## src/rtl/seq_gen.sv

```systemverilog
// seq_gen: loads a SEQ_W-bit word with PAT embedded at a chosen LSB position and streams
// it out MSB first over a valid/ready serial handshake.
// Optional feature: define SEQ_GEN_LFSR_FILL_EN to take filler bits from a 16-bit
// Fibonacci LFSR (x^16+x^14+x^13+x^11+1, seed 16'hACE1) instead of zeros.
module seq_gen #(
  parameter int unsigned      SEQ_W = 32,
  parameter int unsigned      PAT_W = 4,
  parameter logic [PAT_W-1:0] PAT   = 4'b1011
) (
  input  logic             clk,
  input  logic             rst_n,
  input  logic             start,
  input  logic [5:0]       posi,
  input  logic             seq_ready,
  output logic             seq_bit,
  output logic             seq_valid,
  output logic [SEQ_W-1:0] seq_word,
  output logic             busy,
  output logic             done,
  output logic             err
);

  localparam int unsigned CntW    = (SEQ_W > 1) ? $clog2(SEQ_W) : 1;
  localparam int unsigned MaxPosi = SEQ_W - PAT_W;

  typedef enum logic [1:0] {StIdle, StLoad, StShift, StDone} state_e;

  state_e           state_q;
  logic [CntW-1:0]  cnt_q;
  logic [5:0]       posi_q;
  logic             posi_ok;
  logic [SEQ_W-1:0] pat_word;
  logic [SEQ_W-1:0] pat_mask;
  logic [SEQ_W-1:0] fill_word;
  logic [SEQ_W-1:0] load_word;

  // Unsigned range check on the 6-bit position only.
  assign posi_ok = ({26'd0, posi} <= MaxPosi);

`ifdef SEQ_GEN_LFSR_FILL_EN
  localparam int unsigned FillReps = (SEQ_W + 15) / 16;

  logic [15:0]            lfsr_q;
  logic [FillReps*16-1:0] fill_rep;

  // Replicating the LFSR gives word bit i = lfsr[i mod 16].
  assign fill_rep  = {FillReps{lfsr_q}};
  assign fill_word = fill_rep[SEQ_W-1:0];

  // LFSR: right-shifting Fibonacci form, advances once per LOAD.
  always_ff @(posedge clk or negedge rst_n) begin
    if (!rst_n) begin
      lfsr_q <= 16'hACE1;
    end else if (state_q == StLoad) begin
      lfsr_q <= {lfsr_q[0] ^ lfsr_q[2] ^ lfsr_q[3] ^ lfsr_q[5], lfsr_q[15:1]};
    end
  end
`else
  assign fill_word = '0;
`endif

  // Word assembled in LOAD: pattern at posi_q, filler everywhere else.
  always_comb begin
    pat_word  = {{(SEQ_W-PAT_W){1'b0}}, PAT} << posi_q;
    pat_mask  = {{(SEQ_W-PAT_W){1'b0}}, {PAT_W{1'b1}}} << posi_q;
    load_word = pat_word | (fill_word & ~pat_mask);
  end

  // Control FSM with all outputs registered.
  always_ff @(posedge clk or negedge rst_n) begin
    if (!rst_n) begin
      state_q   <= StIdle;
      cnt_q     <= '0;
      posi_q    <= '0;
      seq_word  <= '0;
      seq_bit   <= 1'b0;
      seq_valid <= 1'b0;
      busy      <= 1'b0;
      done      <= 1'b0;
      err       <= 1'b0;
    end else begin
      done <= 1'b0;
      err  <= 1'b0;
      unique case (state_q)
        StIdle: begin
          if (start) begin
            if (posi_ok) begin
              posi_q  <= posi;
              busy    <= 1'b1;
              state_q <= StLoad;
            end else begin
              err <= 1'b1;
            end
          end
        end
        StLoad: begin
          seq_word  <= load_word;
          cnt_q     <= CntW'(SEQ_W - 1);
          seq_bit   <= load_word[SEQ_W-1];
          seq_valid <= 1'b1;
          state_q   <= StShift;
        end
        StShift: begin
          // seq_valid is always 1 here, so ready alone decides the transfer.
          if (seq_ready) begin
            if (cnt_q == '0) begin
              seq_valid <= 1'b0;
              seq_bit   <= 1'b0;
              done      <= 1'b1;
              state_q   <= StDone;
            end else begin
              cnt_q   <= cnt_q - CntW'(1);
              seq_bit <= seq_word[cnt_q - CntW'(1)];
            end
          end
        end
        StDone: begin
          busy    <= 1'b0;
          state_q <= StIdle;
        end
        default: state_q <= StIdle;
      endcase
    end
  end

endmodule

```

## config.mk

```make
export PLATFORM = sky130hd
export DESIGN_NAME = seq_gen
export DESIGN_NICKNAME = d
export VERILOG_FILES = /design/src/rtl/seq_gen.sv
export SDC_FILE = /design/constraint.sdc
export NUM_CORES = 1
export LEC_CHECK = 0
export ABC_AREA = 1
export ABC_CLOCK_PERIOD_IN_PS = 2800
export BUFFER_PORTS_ARGS = -buffer_cell sky130_fd_sc_hd__buf_2
export CAP_MARGIN = 20
export CORE_MARGIN = 2
export CORE_UTILIZATION = 35
export DETAILED_ROUTE_END_ITERATION = 16
export PLACE_DENSITY_LB_ADDON = 0.08
export SYNTH_ARGS = -nofsm -noshare
export SYNTH_HDL_FRONTEND = slang
export SYNTH_SLANG_ARGS = --single-unit
```

## constraint.sdc

```tcl
create_clock -name clk -period 2.8 [get_ports clk]
set_input_delay 0.56 -clock clk [delete_from_list [all_inputs] [get_ports clk]]
set_output_delay 0.56 -clock clk [all_outputs]
set_load 0.005 [all_outputs]
```

==> run summary <==
Metal-1 WL: 3.57 mm
Final Skew: 0.0125 ns
# H-tree levels: 2
# hold bufs at CTS: 0
antenna violations before repair: 0
FMAX: 0.522 GHz
pin count of the biggest net entering global routing: 51
PwrDens: 1150 mW/mm²
Max Slew Vio Count: 0
Slew Limit Headroom: 40.4%
Avg Cell Area, Syn: 8.10 µm²
Die H: 91.8 µm
critical path class: flop to flop
cells on worst reg2reg path: 10
TritonCTS buffer count: 5
status: finished clean
Routability Congestion: 0.867
area occupied by multi-input gates: 0.00121 mm²
part of the cycle the worst path needs: 68.5%
gr usage total: 18.0%
drt total wl: 7.24 mm
1st-pass router iterations: 4
Worst-path clk slew: 0.10 ns
Max Cap Viol: 0
final setup fails: 0
FF-to-FF Start: cnt_q[0]
Critical Path Start Type: flop
First DRT Iteration DRCs: 56
Avg WL per Cell: 15.2 µm
ANT nets after route: 0
area leader, netlist: dfrtp_1
overall power consumption: 3.54 mW
most frequent cells in the layout: 105 x nand2_1, 50 x dfrtp_1, 46 x buf_2
Vias/cell: 4.73
Register Area: 0.00125 mm²
Clock Sinks: 50
CTS root buf: clkbuf_8
Post-Route Setup TNS: 0 ns
first-pass GRT wire length: 11.8 mm
number of port buffers: 46
final instance area: 0.00308 mm²
area delta synth->final: 14.1%
Tmin final: 1.92 ns
FILL cells: 824
Synth Instances: 333
Ant. Diodes: 0
Met3 Wirelength: 216 µm
routed wl met2: 3.42 mm
share of cells above drive strength 1: 26.2%
GR Overflow Total: 0
hpwl dp: 5.30 mm
core box area: 0.00761 mm²
die area: 0.00843 mm²
worst-path fanout max: 19
Synth Cell Area: 0.00270 mm²
critical path arrival: 2.15 ns
final hold viol count: 0
setup slack, reg-to-reg: 0.88 ns
Top Layer Used: met4
Clock Tree Buf Depth: 2
Worst-Margin Slew: 0.894 ns
P_leak: 1.55 nW
register area share after synthesis: 46.4%
CTS tree: done
synth top area cells: dfrtp_1 46%, nand2_1 15%, nand3_1 6.3%
most common cell after layout, fill and taps aside: nand2_1
Rows: 32
DIE WIDTH: 91.8 µm
Starting Density: 35.5%
Worst EP required: 3.03 ns
DRC violations left: 0
Yosys cell types: 29
Synth top area share: 46.4%
post-cts gate resize count: 0
via count: 2252
number of global-route vias before repair: 2238
syn_nets: 352
#FFs+latches synth: 50
CP endpoint kind: flop
RSZ-0062 raised after global routing: false
IO Pins: 47
Ys Warns: 0
R2R Path End: seq_bit
clk_lat worst skew: 0.30 ns
worst hold path type: input port to asynchronous set/reset pin
Post-CTS Setup Bufs: 0
Placement Cell Area: 0.00297 mm²
maximum VDD drop: 0.471 mV
NumNets Final: 392
## report_power, final
group / switching (mW) / leakage [nW] / internal, mW
logic: 1.14 / 0.842 / 0.622
clock network: 0.259 / 0.0579 / 0.264
registers: 0.277 / 0.646 / 0.982
total: 1.68 / 1.55 / 1.87
## through the flow
stage                     util (%)  std cells  worst slack [ns]  hold WS [ns]
after floorplan                  -        333              1.07         0.264
after global placement        39.0        468             0.936         0.483
after detailed placement      39.0        468             0.879         0.485
after CTS                     40.5        476             0.856         0.391
after global routing          40.5        476             0.691         0.415
final                         40.5        476             0.883         0.358
## sequential cells by signal, summed over array words and instances (netlist names)
name       flops
posi_q         6
busy           1
seq_bit        1
cnt_q          5
seq_valid      1
state_q        2
done           1
seq_word      32
err            1
## kinds of logic after synthesis
| logic type | after synthesis | synth area share [%] |
|---|---|---|
| flops | 50 | 46.4 |
| compound gates | 55 | 12.8 |
| simple gates | 172 | 28.1 |
| buf+inv | 47 | 8.58 |
| fa+ha+maj | 9 | 4.17 |
## worst max-delay path, cell delays in order, from the launching register on
cell	delay, ns
dfrtp_1	0.45
inv_8	0.10
ha_1	0.53
inv_2	0.16
nand3_1	0.12
nand3_1	0.08
nand3b_1	0.09
nand3_1	0.09
nand2_1	0.08
nand2_1	0.06
a21oi_2	0.10
## cell type report
cell class	count	area share (%)
timing repair buffer	49	8.21
multi-input combinational	236	39.5
inverter	31	4.02
clock inverter	3	1.30
tap	102	4.14
sequential	50	40.6
clock buffer	5	2.23
## worst max-delay path by stage
stage | start | end | slack (ns) | cells after the start
after floorplan | cnt_q[0] | seq_bit | 1.07 | 13
after global placement | state_q[1] | seq_word[8] | 0.94 | 7
after detailed placement | cnt_q[0] | seq_bit | 0.88 | 10
after CTS | cnt_q[0] | seq_bit | 0.86 | 10
after global routing | cnt_q[0] | seq_bit | 0.69 | 10
final | cnt_q[0] | seq_bit | 0.88 | 10
## metal layers
metal | up-vias | track usage, %
li1 | 1150 | -
met1 | 1062 | 25.8
met2 | 38 | 29.0
met3 | 2 | 2.71
met4 | 0 | 3.73
met5 | - | 0
## Yosys cell counts, drive strengths merged
master	instances
a31oi	4
a22oi	3
buf	9
clkbuf	7
nor2	15
a21oi	3
nand3	34
o21ai	41
or2	2
inv	31
o211ai	4
nand3b	2
ha	9
dfrtp	50
nor3	3
nand2	116
(Power assumes the default switching activity.)
